[config.mk]
export PLATFORM = sky130hd
export DESIGN_NAME = mem_arbiter_flat
export DESIGN_NICKNAME = d
export VERILOG_FILES = /design/src/rtl/mem_arbiter_pkg.sv /design/src/rtl/mem_arbiter_if.sv /design/src/rtl/mem_arbiter_rr_arb2.sv /design/src/rtl/mem_arbiter.sv /design/src/flat_wrapper.sv
export SDC_FILE = /design/constraint.sdc
export NUM_CORES = 1
export LEC_CHECK = 0
export BUFFER_PORTS_ARGS = -buffer_cell sky130_fd_sc_hd__buf_2
export CAP_MARGIN = 15
export CORE_MARGIN = 8
export CORE_UTILIZATION = 47
export DETAILED_ROUTE_END_ITERATION = 16
export GPL_ROUTABILITY_DRIVEN = 1
export PLACE_DENSITY = 0.84
export SETUP_SLACK_MARGIN = 0.05
export SLEW_MARGIN = 25
export SYNTH_ARGS = -nofsm -noshare
export SYNTH_HDL_FRONTEND = slang
export SYNTH_SLANG_ARGS = --single-unit
[constraint.sdc]
create_clock -name clk -period 2.8 [get_ports clk]
set_clock_uncertainty 0.15 [all_clocks]
set_input_delay 0.56 -clock clk [delete_from_list [all_inputs] [get_ports clk]]
set_output_delay 0.56 -clock clk [all_outputs]
set_load 0.02 [all_outputs]
[src/rtl/mem_arbiter_pkg.sv]
// mem_arb_pkg: shared types for the two-requester memory arbiter.
//   state_e : arbiter FSM states (IDLE, BUSY_IF, BUSY_D)
//   req_e   : requester identity, used for the last-granted pointer
package mem_arb_pkg;

    typedef enum logic [1:0] {
        IDLE    = 2'd0,
        BUSY_IF = 2'd1,
        BUSY_D  = 2'd2
    } state_e;

    typedef enum logic {
        REQ_IF = 1'b0,
        REQ_D  = 1'b1
    } req_e;

endpackage

[src/rtl/mem_arbiter_if.sv]
// mem_arbiter_if: bundle of every handshake/bus signal around the arbiter.
//   Fetch side : if_req, if_addr -> if_gnt, if_valid, if_rdata
//   Data side  : d_req, d_we, d_addr, d_wdata -> d_gnt, d_valid, d_rdata
//   Memory     : mem_req, mem_we, mem_addr, mem_wdata <- mem_rdata, mem_ack
//   Status     : err (timeout pulse), busy (transaction in flight)
// Modports:
//   slave  - the arbiter's view
//   master - the surrounding CPU + memory environment's view
interface mem_arbiter_if #(
    parameter int REG_WIDTH = 16
) ();

    logic                 if_req;
    logic [REG_WIDTH-1:0] if_addr;
    logic                 if_gnt;
    logic                 if_valid;
    logic [REG_WIDTH-1:0] if_rdata;

    logic                 d_req;
    logic                 d_we;
    logic [REG_WIDTH-1:0] d_addr;
    logic [REG_WIDTH-1:0] d_wdata;
    logic                 d_gnt;
    logic                 d_valid;
    logic [REG_WIDTH-1:0] d_rdata;

    logic                 mem_req;
    logic                 mem_we;
    logic [REG_WIDTH-1:0] mem_addr;
    logic [REG_WIDTH-1:0] mem_wdata;
    logic [REG_WIDTH-1:0] mem_rdata;
    logic                 mem_ack;

    logic                 err;
    logic                 busy;

    modport slave (
        input  if_req, if_addr,
        input  d_req, d_we, d_addr, d_wdata,
        input  mem_rdata, mem_ack,
        output if_gnt, if_valid, if_rdata,
        output d_gnt, d_valid, d_rdata,
        output mem_req, mem_we, mem_addr, mem_wdata,
        output err, busy
    );

    modport master (
        output if_req, if_addr,
        output d_req, d_we, d_addr, d_wdata,
        output mem_rdata, mem_ack,
        input  if_gnt, if_valid, if_rdata,
        input  d_gnt, d_valid, d_rdata,
        input  mem_req, mem_we, mem_addr, mem_wdata,
        input  err, busy
    );

endinterface

[src/rtl/mem_arbiter_rr_arb2.sv]
// rr_arb2: two-input round-robin grant logic.
//   clk, rst_n      : clock, synchronous active-low reset
//   en              : arbitration allowed this cycle
//   req_if, req_d   : level requests
//   gnt_if, gnt_d   : combinational one-hot (or zero) grants
// The last-granted pointer resets to REQ_D so fetch wins the first contention.
module rr_arb2
    import mem_arb_pkg::*;
(
    input  logic clk,
    input  logic rst_n,
    input  logic en,
    input  logic req_if,
    input  logic req_d,
    output logic gnt_if,
    output logic gnt_d
);

    req_e last_q;

    // Under contention the requester that was not served last time wins.
    always_comb begin
        gnt_if = 1'b0;
        gnt_d  = 1'b0;
        if (en) begin
            if (req_if && (!req_d || last_q == REQ_D)) begin
                gnt_if = 1'b1;
            end else if (req_d) begin
                gnt_d = 1'b1;
            end
        end
    end

    always_ff @(posedge clk) begin
        if (!rst_n) begin
            last_q <= REQ_D;
        end else if (gnt_if) begin
            last_q <= REQ_IF;
        end else if (gnt_d) begin
            last_q <= REQ_D;
        end
    end

endmodule

[src/rtl/mem_arbiter.sv]
// mem_arbiter: shares one memory port between instruction fetch and data
// load/store. One transaction at a time, round-robin under contention,
// variable-latency memory handshake with a MAX_WAIT-cycle timeout.
//   clk   : clock, all state on posedge
//   rst_n : synchronous active-low reset
//   bus   : mem_arbiter_if.slave carrying fetch, data, memory and status signals
module mem_arbiter
    import mem_arb_pkg::*;
#(
    parameter int REG_WIDTH = 16,
    parameter int MAX_WAIT  = 15
) (
    input  logic         clk,
    input  logic         rst_n,
    mem_arbiter_if.slave bus
);

    localparam logic [1:0] ST_IDLE    = IDLE;
    localparam logic [1:0] ST_BUSY_IF = BUSY_IF;
    localparam logic [1:0] ST_BUSY_D  = BUSY_D;

    localparam int              CNT_W    = $clog2(MAX_WAIT + 1);
    // Counter value seen on the MAX_WAIT-th busy cycle (it starts at zero).
    localparam logic [CNT_W-1:0] CNT_LAST = CNT_W'(MAX_WAIT - 1);

    logic [1:0]           state_q;
    logic [CNT_W-1:0]     wait_q;
    logic [REG_WIDTH-1:0] addr_q;
    logic                 we_q;
    logic [REG_WIDTH-1:0] wdata_q;
    logic [REG_WIDTH-1:0] if_rdata_q;
    logic [REG_WIDTH-1:0] d_rdata_q;
    logic                 if_valid_q;
    logic                 d_valid_q;
    logic                 err_q;

    logic idle;
    logic busy;
    logic gnt_if;
    logic gnt_d;

    assign idle = (state_q == ST_IDLE);
    assign busy = !idle;

    rr_arb2 u_rr_arb2 (
        .clk    (clk),
        .rst_n  (rst_n),
        .en     (idle),
        .req_if (bus.if_req),
        .req_d  (bus.d_req),
        .gnt_if (gnt_if),
        .gnt_d  (gnt_d)
    );

    // FSM, timeout counter, completion pulses and read-data registers.
    always_ff @(posedge clk) begin
        if (!rst_n) begin
            state_q    <= ST_IDLE;
            wait_q     <= '0;
            if_valid_q <= 1'b0;
            d_valid_q  <= 1'b0;
            err_q      <= 1'b0;
            if_rdata_q <= '0;
            d_rdata_q  <= '0;
        end else begin
            if_valid_q <= 1'b0;
            d_valid_q  <= 1'b0;
            err_q      <= 1'b0;
            case (state_q)
                ST_IDLE: begin
                    if (gnt_if) begin
                        state_q <= ST_BUSY_IF;
                        wait_q  <= '0;
                    end else if (gnt_d) begin
                        state_q <= ST_BUSY_D;
                        wait_q  <= '0;
                    end
                end
                ST_BUSY_IF, ST_BUSY_D: begin
                    if (bus.mem_ack) begin
                        state_q <= ST_IDLE;
                        if (state_q == ST_BUSY_IF) begin
                            if_rdata_q <= bus.mem_rdata;
                            if_valid_q <= 1'b1;
                        end else begin
                            // Stores complete without touching the load result.
                            if (!we_q) begin
                                d_rdata_q <= bus.mem_rdata;
                            end
                            d_valid_q <= 1'b1;
                        end
                    end else if (wait_q == CNT_LAST) begin
                        state_q <= ST_IDLE;
                        err_q   <= 1'b1;
                    end else begin
                        wait_q <= wait_q + 1'b1;
                    end
                end
                default: begin
                    state_q <= ST_IDLE;
                end
            endcase
        end
    end

    // Request attributes latched at grant; only observed while busy,
    // so they need no reset.
    always_ff @(posedge clk) begin
        if (gnt_if) begin
            addr_q  <= bus.if_addr;
            we_q    <= 1'b0;
            wdata_q <= '0;
        end else if (gnt_d) begin
            addr_q  <= bus.d_addr;
            we_q    <= bus.d_we;
            wdata_q <= bus.d_wdata;
        end
    end

    assign bus.if_gnt    = gnt_if;
    assign bus.d_gnt     = gnt_d;
    assign bus.if_valid  = if_valid_q;
    assign bus.d_valid   = d_valid_q;
    assign bus.if_rdata  = if_rdata_q;
    assign bus.d_rdata   = d_rdata_q;
    assign bus.err       = err_q;
    assign bus.busy      = busy;

    // Memory-side outputs are forced to zero outside a transaction.
    assign bus.mem_req   = busy;
    assign bus.mem_we    = busy & we_q;
    assign bus.mem_addr  = busy ? addr_q  : '0;
    assign bus.mem_wdata = busy ? wdata_q : '0;

endmodule

[src/flat_wrapper.sv]
// flat-port wrapper written by rule: the top's interface ports become plain ports
module mem_arbiter_flat import mem_arb_pkg::*;
#(
    parameter int REG_WIDTH = 16,
    parameter int MAX_WAIT  = 15
)
  (clk, rst_n, bus_if_req, bus_if_addr, bus_d_req, bus_d_we, bus_d_addr, bus_d_wdata, bus_mem_rdata, bus_mem_ack, bus_if_gnt, bus_if_valid, bus_if_rdata, bus_d_gnt, bus_d_valid, bus_d_rdata, bus_mem_req, bus_mem_we, bus_mem_addr, bus_mem_wdata, bus_err, bus_busy);
  mem_arbiter_if #(.REG_WIDTH(REG_WIDTH)) bus_i ();
  input  logic clk;
  input  logic rst_n;
  input wire logic [$bits(bus_i.if_req)-1:0] bus_if_req;
  input wire logic [$bits(bus_i.if_addr)-1:0] bus_if_addr;
  input wire logic [$bits(bus_i.d_req)-1:0] bus_d_req;
  input wire logic [$bits(bus_i.d_we)-1:0] bus_d_we;
  input wire logic [$bits(bus_i.d_addr)-1:0] bus_d_addr;
  input wire logic [$bits(bus_i.d_wdata)-1:0] bus_d_wdata;
  input wire logic [$bits(bus_i.mem_rdata)-1:0] bus_mem_rdata;
  input wire logic [$bits(bus_i.mem_ack)-1:0] bus_mem_ack;
  output wire logic [$bits(bus_i.if_gnt)-1:0] bus_if_gnt;
  output wire logic [$bits(bus_i.if_valid)-1:0] bus_if_valid;
  output wire logic [$bits(bus_i.if_rdata)-1:0] bus_if_rdata;
  output wire logic [$bits(bus_i.d_gnt)-1:0] bus_d_gnt;
  output wire logic [$bits(bus_i.d_valid)-1:0] bus_d_valid;
  output wire logic [$bits(bus_i.d_rdata)-1:0] bus_d_rdata;
  output wire logic [$bits(bus_i.mem_req)-1:0] bus_mem_req;
  output wire logic [$bits(bus_i.mem_we)-1:0] bus_mem_we;
  output wire logic [$bits(bus_i.mem_addr)-1:0] bus_mem_addr;
  output wire logic [$bits(bus_i.mem_wdata)-1:0] bus_mem_wdata;
  output wire logic [$bits(bus_i.err)-1:0] bus_err;
  output wire logic [$bits(bus_i.busy)-1:0] bus_busy;
  assign bus_i.if_req = bus_if_req;
  assign bus_i.if_addr = bus_if_addr;
  assign bus_i.d_req = bus_d_req;
  assign bus_i.d_we = bus_d_we;
  assign bus_i.d_addr = bus_d_addr;
  assign bus_i.d_wdata = bus_d_wdata;
  assign bus_i.mem_rdata = bus_mem_rdata;
  assign bus_i.mem_ack = bus_mem_ack;
  assign bus_if_gnt = bus_i.if_gnt;
  assign bus_if_valid = bus_i.if_valid;
  assign bus_if_rdata = bus_i.if_rdata;
  assign bus_d_gnt = bus_i.d_gnt;
  assign bus_d_valid = bus_i.d_valid;
  assign bus_d_rdata = bus_i.d_rdata;
  assign bus_mem_req = bus_i.mem_req;
  assign bus_mem_we = bus_i.mem_we;
  assign bus_mem_addr = bus_i.mem_addr;
  assign bus_mem_wdata = bus_i.mem_wdata;
  assign bus_err = bus_i.err;
  assign bus_busy = bus_i.busy;
  mem_arbiter #(.REG_WIDTH(REG_WIDTH), .MAX_WAIT(MAX_WAIT)) u_core (.clk(clk), .rst_n(rst_n), .bus(bus_i));
endmodule
[After elaboration in Yosys (flattened, before gate mapping)]
Cells that the tools add are included.
Word-level totals
  input bits: 70
  flip-flop bits (word level): 75
Cells by class
  bitwise operators: 5
  mux-type cells: 24
  equal/unequal tests: 7
  reduce and logical (&&, ||, !) cells: 14
  $add $sub $neg: 1
Operators by type and width (count)
  $mux W16: 4
  $mux W4: 4
  $mux W1: 10
  $mux W2: 4
  $pmux W4 S2: 1
  $reduce_and A4 Y1: 2
  $reduce_and A3 Y1: 2
  $add A4 B1 Y4 const B: 1
  $eq A4 B4 Y1 const B: 1
  $ne A2 B2 Y1 const B: 2
  $not A1 Y1: 4
  $pmux W2 S2: 1
  $reduce_bool A2 Y1: 2
  $ne A3 B2 Y1 const B: 1
  $ne A3 B3 Y1 const B: 1
  $reduce_or A3 Y1: 1
  $eq A2 B1 Y1 const B: 1
  $eq A2 B2 Y1 const B: 1
  $logic_not A1 Y1: 2
  $logic_not A2 Y1: 1
  $reduce_and A2 Y1: 1
  $reduce_or A2 Y1: 1
  $and A1 B1 Y1: 1
  $logic_and A1 B1 Y1: 1
  $logic_or A1 B1 Y1: 1

[Depth between registers and ports, before layout]
Gate-level depths: netlist of run 1.
  word-level depth: 8
  mapped depth: 8

[Modules after synthesis]
Synthesis of run 1 repeated with hierarchy kept, for this count alone.
Second synthesis, totals
  cell total of the unflattened synthesis: 339
  area total of the unflattened synthesis: 3334.4 um^2
Modules (own cells, without submodules)
  mem_arbiter: instances 1, area an instance 3278.1 um^2, cells an instance 331
  rr_arb2: instances 1, area an instance 56.3 um^2, cells an instance 8

[Least setup slack after synthesis of run 1]
No wires, ideal clock.
  kind: reg2out
  start: reg u_core.state_q[0]
  end: out bus_if_gnt
  buffers on the path: 3
  arrival: 1.315 ns
  cell stages (with the launch flop): 8
  required time: 2.090 ns
  slack: 0.775 ns
  path through: dfxtp_1 inv_1 ha_1 buf_4 nand2_1 a21oi_4 buf_6 buf_4
On the way
  cells in the longest elaborated chain, start to end: 2
RTL lines
  from (decl): line mem_arbiter.sv:26  | logic [1:0] state_q;
  from (signal assigned): line mem_arbiter.sv:58  | state_q <= ST_IDLE;
  from (signal assigned): line mem_arbiter.sv:72  | state_q <= ST_BUSY_IF;
  from (signal assigned): line mem_arbiter.sv:75  | state_q <= ST_BUSY_D;
  $logic_not A2 Y1: line mem_arbiter.sv:42  | assign idle = (state_q == ST_IDLE);
  $mux W1: line mem_arbiter_rr_arb2.sv:25  | if (en) begin
  to (decl): line flat_wrapper.sv:19  | output wire logic [$bits(bus_i.if_gnt)-1:0] bus_if_gnt;
Every way passes these cells.

[Worst setup path after layout of run 1]
  start: reg u_core.state_q[1]
  end: out bus_if_gnt
Same word-level chain as after synthesis.

==> summary.md, run 1 <==
| Metric | Value |
|---|---|
| Crit path kind | reg -> out |
| Layout Utilization | 0.623 |
| H-tree levels | 3 |
| Synth Area in Simple Gates | 0.231 |
| Hpwl dp | around 6600 um |
| Hold_ws | ~300 ps |
| MaxCap Viol Count | 0 |
| Post-route ant nets | 0 |
| Crit path DAT | roughly 1700 ps |
| Post-synthesis sequential element count | between 70 and 80 |
| TritonCTS buffer count | 9 |
| Clk sink count | 75 |
| Die height | a little under 100 um |
| Leak | between 0.0015 and 0.002 uW |
| Maximum root-to-sink buffer count | 2 |
| Via density | 4.99 |
| I/O Pins | 142 |
| Period minus WS final | 2400 ps |
| Final nets | 567 |
| Distinct cells, synth | 33 |
| Critical path startpoint category | flip-flop |
| Number of global-route vias before repair | 3101 |
| Via count | 2882 |
| Top_reg_cell synth | dfxtp_1 |
| CTS tree | yes |
| Tcrit/Tclk final | 0.856 |
| Adder-cell share of the synthesized area | 0.0154 |
| Row count | 30 |
| Root buffer cell | clkbuf_8 |
| Async set-or-reset flop fraction in the synthesized netlist | 0 |
| Total Routing Usage GR | 0.177 |
| Relative slew slack | 0.503 |
| Post-CTS sizing | 0 |
| Syn nets | 431 |
| Finished Layout Cells | 578 |
| Core region area | 6760 sq um |
| Worst-margin pin slew | between 700 and 800 ps |
| N_diodes | 0 |
| Die Width | 99.1 um |
| Synth warn | 0 |
| Number of enable flip-flop cells after synthesis | 16 |
| RSZ-0062 raised after global routing | no |
| Post-CTS Setup Bufs | 0 |
| Post-synthesis cell count | ~360 |
| Largest vdd supply drop | 0.326 mV |
| Average size of a mapped cell | about 9.1 sq um |
| Min-delay worst type | in -> reg |
| PwrDens | between 600 and 700 nW/um^2 |
| DP Area | 3980 sq um |
| Initial DRT Pass Iterations | 5 |
| Effective utilization at floorplan | 0.481 |
| Post-Synth XOR/XNOR Area | 0 |
| CTS clock-pin slew for the worst setup and hold paths | about 90 ps |
| Compound-cell area share of the yosys netlist | 0.143 |
| Max-slew violation count | 0 |
| Routability cong. | 0.807 |
| F_max | 417 MHz |
| Largest family of logic cells by synthesized area | simple AND/OR/NAND/NOR gates |
| Cell area after layout | 4210 sq um |
| Area grow syn2layout | 29.6% |
| CTS Hold Bufs | 0 |
| Global-route wire length before repair | 14100 um |
| PortBufs | 141 |
| Total die area | 9830 sq um |
| Routed WL | 8610 um |
| Hold Vio Cnt, Final | 0 |
| Remaining DRCs | 0 |
| Largest net degree at the start of global routing | 45 |
| Crit end category | output port |
| Run status | completed |
| Worst Path Required | 2090 ps |
| Iteration-0 DRC Markers | 100 |
| Cell Area, Synth | ~3200 sq um |
| Total gr overflow | 0 |
| Worst-path fanout max | 17 |
| Clk_lat worst skew | around 330 ps |
| Initial antenna violation count | 0 |
| Placed cells | roughly 560 |
| Sequential-to-total area share from yosys stat | 0.511 |
| Post-synthesis mux area share | 0.0554 |
| TNS Setup | 0 ps |
| Filler cells | a little over 600 |
| Wirelength per Cell | 14.9 um |
| Final setup violation count | 0 |
| Layout cells sized above 1 | 0.367 |
==> synth_stat cells (2+ instances only) <==
master    count  area, sq um
o21ai_0       5         25.0
buf_4         3         22.5
nand2_1     107          402
nor3b_1       2         15.0
dfxtp_1      59         1180
clkbuf_1     10         37.5
a21boi_0     24          180
edfxtp_1     16          480
buf_6         2         22.5
ha_1          4         50.1
buf_2         7         35.0
nand3_1       5         25.0
mux2_2       16          180
nor2b_1      33          206
nor3_1        4         20.0
inv_1         7         26.3
a21oi_1      21          105
nor2_1        3         11.3
a21boi_1     11         82.6
a31oi_1       4         25.0
and3_1        2         12.5
==> sequential cells by signal (all words and copies together), names as in the netlist <==
register,count
u_core.bus.d_valid,1
u_core.addr_q,16
u_core.wait_q,4
u_core.we_q,1
u_core.bus.err,1
u_core.state_q,2
u_core.bus.if_valid,1
u_core.bus.d_rdata,16
u_core.u_rr_arb2.last_q,1
u_core.bus.if_rdata,16
u_core.wdata_q,16
==> area by class of cell <==
class	count	area, sq um	share of cell area
repair buffers	147	751	0.178
inverters	7	26.3	0.00624
multi-input cells	253	1440	0.343
well taps	80	100	0.0238
flip-flops and latches	75	1660	0.395
clock buffers	11	153	0.0363
clock inverters	5	75.1	0.0178
==> worst max-delay path, cell delays in order, from the launching register on <==
cell and delay [ps]:
dfxtp_1 310, inv_1 70, ha_1 190, nand2_1 100
a21oi_4 420, buf_2 270
==> per-stage QoR <==
stage	worst slack, ps	power, uW
final	404	2750
after global routing	238	2870
after CTS	371	2770
after detailed placement	584	1850
after global placement	633	1830
after floorplan	775	1650
==> routing by layer <==
layer  vias up  GRT usage  wire (um)
li1       1451          -          -
met2       136      0.290       3900
met4         0     0.0803        178
met1      1282      0.193       3560
met5         -          0          0
met3        13     0.0789        973
==> cells by family (layout without fill, tap and decap cells) <==
| family | count (synthesis) | count (layout) |
|---|---|---|
| adders and majority gates | 4 | 4 |
| muxes | 16 | 16 |
| AOI/OAI and AO/OA | 70 | 70 |
| buffers and inverters | 29 | 170 |
| DFF | 75 | 75 |
| and+or+nand+nor | 163 | 163 |
==> worst paths after layout <==
| kind | start | slack, ps | endpoint | cells after the start |
|---|---|---|---|---|
| setup / recovery | u_core.state_q[1] | 400 | bus_if_gnt | 5 |
| setup reg to reg | u_core.state_q[1] | 600 | u_core.wait_q[2] | 7 |
| hold / removal | bus_d_wdata[14] | 300 | u_core.wdata_q[14] | 3 |
| hold reg to reg | u_core.wdata_q[14] | 300 | u_core.wdata_q[14] | 2 |
==> power by group <==
group	leakage [uW]	total (uW)	switching, uW	internal (uW)
logic	0.00114	562	343	219
registers	0.000636	1260	41.0	1210
clock network	0.000118	928	376	552
total	0.00189	2750	760	1990
==> layout by cell type (no fill, tap or decap), drive strengths merged <==
cell type  instances
or2                1
a21boi            35
mux2              16
a21oi             22
o21a               1
ha                 4
buf              147
nand2            108
nand3              5
o22ai              1
o21ai              5
inv                7
and2b              1
bufinv             2
nor2b             33
a31oi              4
or3                1
dfxtp             59
nor2               3
o31a               1
and3               2
and2               2
a211oi             1
clkinv             3
nor3b              2
edfxtp            16
clkbuf            11
nor3               5
Note: power is estimated with default switching activity, not from simulation.
==> run 2: changes to the inputs <==
--- a/config.mk
+++ b/config.mk
@@ -7,8 +7,10 @@
 export LEC_CHECK = 0
 export BUFFER_PORTS_ARGS = -buffer_cell sky130_fd_sc_hd__buf_2
 export CAP_MARGIN = 15
+export CELL_PAD_IN_SITES_DETAIL_PLACEMENT = 0
+export CELL_PAD_IN_SITES_GLOBAL_PLACEMENT = 1
 export CORE_MARGIN = 8
-export CORE_UTILIZATION = 47
+export CORE_UTILIZATION = 34
 export DETAILED_ROUTE_END_ITERATION = 16
 export GPL_ROUTABILITY_DRIVEN = 1
 export PLACE_DENSITY = 0.84
==> summary.md, run 2 (synthesized netlist as in run 1, its figures left out) <==
| Metric | Value |
|---|---|
| RSZ-0062 raised after global routing | no |
| Remaining DRCs | 0 |
| PwrDens | 630 nW/um^2 |
| Worst-case reg-to-reg path depth | 6 |
| Die height | between 100 and 150 um |
| MaxCap Viol Count | 0 |
| CP max stage delay | ~330 ps |
| F_max | roughly 400 MHz |
| Row count | 35 |
| Period minus WS final | 2470 ps |
| TritonCTS buffer count | 9 |
| Initial DRT Pass Iterations | 6 |
| N_diodes | 0 |
| CTS Hold Bufs | 0 |
| DP Area | 4070 sq um |
| Relative slew slack | 0.527 |
| CTS clock-pin slew for the worst setup and hold paths | 90 ps |
| Max-slew violation count | 0 |
| CP top delay family | buffers and inverters |
| Slowest CP cell | dfxtp_1 |
| Post-CTS Setup Bufs | 0 |
| Run status | completed |
| Hpwl dp | roughly 6800 um |
| Core region area | 9240 sq um |
| PortBufs | between 100 and 150 |
| H-tree levels | 3 |
| Crit path kind | reg -> out |
| Total Routing Usage GR | 0.139 |
| Largest vdd supply drop | 0.292 mV |
| Tcrit/Tclk final | 0.883 |
| Worst-path fanout max | 24 |
| Worst path most repeated cell | inv_1 |
| Routability cong. | 0.758 |
| Worst Path Required | 2090 ps |
| Cell area after layout | about 4300 sq um |
| Hold wc startpoint | bus_d_wdata[10] |
| Root buffer cell | clkbuf_8 |
| Maximum root-to-sink buffer count | 2 |
| Via count | around 2900 |
| CTS tree | yes |
| Leak | 0.00189 uW |
| Iteration-0 DRC Markers | 158 |
| Hold Vio Cnt, Final | 0 |
| Worst r2r src | u_core.state_q[0] |
| Total power | 2690 uW |
| Largest net degree at the start of global routing | 32 |
| R2R Setup Slk | 700 ps |
| Total die area | between 10000 and 15000 sq um |
| Commonest cells after routing, fill and taps aside | 141 x buf_2, 107 x nand2_1, 59 x dfxtp_1 |
| Die Width | 114 um |
| Reg2reg end | u_core.addr_q[8] |
| Met2 usage | 0.206 |
| Total gr overflow | 0 |
| Critical Path, Cell by Cell | inv_1, ha_1, buf_4, nand3_1, inv_1, buf_2 |
| Crit path DAT | between 1500 and 2000 ps |
| Post-CTS sizing | 0 |
| Wirelength per Cell | 14.4 um |
| Worst Hold Path EP | u_core.wdata_q[10] |
| Buf/Inv on CP | 4 |
| TNS Setup | 0 ps |
| Area grow syn2layout | 31.5% |
| Via density | ~4.6 |
| Min-delay worst type | in -> reg |
| Initial antenna violation count | 0 |
| Critical path startpoint category | flip-flop |
| Hold depth | 3 |
| Effective utilization at floorplan | 0.352 |
| Clk_lat worst skew | 340 ps |
| Layout cells sized above 1 | 0.367 |
| Top Usage Layer GRT | met2 |
| I/O Pins | 142 |
| Commonest non-fill, non-tap cell in the layout | buf_2 |
| Routed WL | roughly 9000 um |
| Worst-margin pin slew | 708 ps |
| Final setup violation count | 0 |
| Number of global-route vias before repair | between 2000 and 3000 |
| Global-route wire length before repair | 14500 um |
| Met3 Use GR | 0.0718 |
| Final nets | 570 |
| Met1 usage | 0.167 |
| Clk sink count | 75 |
| Crit end category | output port |
| Post-route ant nets | 0 |
==> run 2: changes by cell type in the layout (fill, tap and decap cells not counted), sizes merged <==
cell / change
clkbuf: +2
buf: +3
inv: +1
bufinv: -1
clkinv: -2
==> run 2: layout make-up <==
type	count	area, sq um
clock inverters	3	45.0
well taps	129	161
fillers	928	4970
repair buffers	150	773
flip-flops and latches	75	1660
inverters	7	26.3
multi-input cells	253	1440
clock buffers	13	160
==> run 2: layer usage <==
metal,vias up,wire length [um]
met5,-,0
met4,0,96
li1,1458,-
met2,127,3770
met3,9,1100
met1,1291,4110
==> run 2: where the power goes <==
part           internal [uW]  leakage (uW)  switching [uW]
clock                    470      0.000103             394
sequential              1210      0.000636            39.8
combinational            224       0.00115             347
total                   1910       0.00189             781
==> run 2: stage by stage <==
stage	hold WS, ps	util	std cells	worst slack [ps]
floorplan	282	-	357	775
global route	294	0.462	630	166
detailed placement	292	0.440	614	684
CTS	273	0.462	630	298
global placement	288	0.440	614	747
finish	298	0.462	630	329
==> run 2: worst register-to-register path: stages, from the launching register on <==
cell and delay [ps]:
dfxtp_1 330, inv_1 60, ha_1 220, buf_4 290, nand3_1 130, inv_1 180
or2_2 390
==> run 2: worst max path at each step <==
stage	start	to	slack, ps	cells after the start
floorplan	u_core.state_q[0]	bus_if_gnt	770	7
global placement	u_core.state_q[0]	bus_d_gnt	750	6
detailed placement	u_core.state_q[1]	bus_d_gnt	680	6
CTS	u_core.state_q[0]	bus_d_gnt	300	6
global route	u_core.state_q[0]	bus_d_gnt	170	6
finish	u_core.state_q[0]	bus_d_gnt	330	6
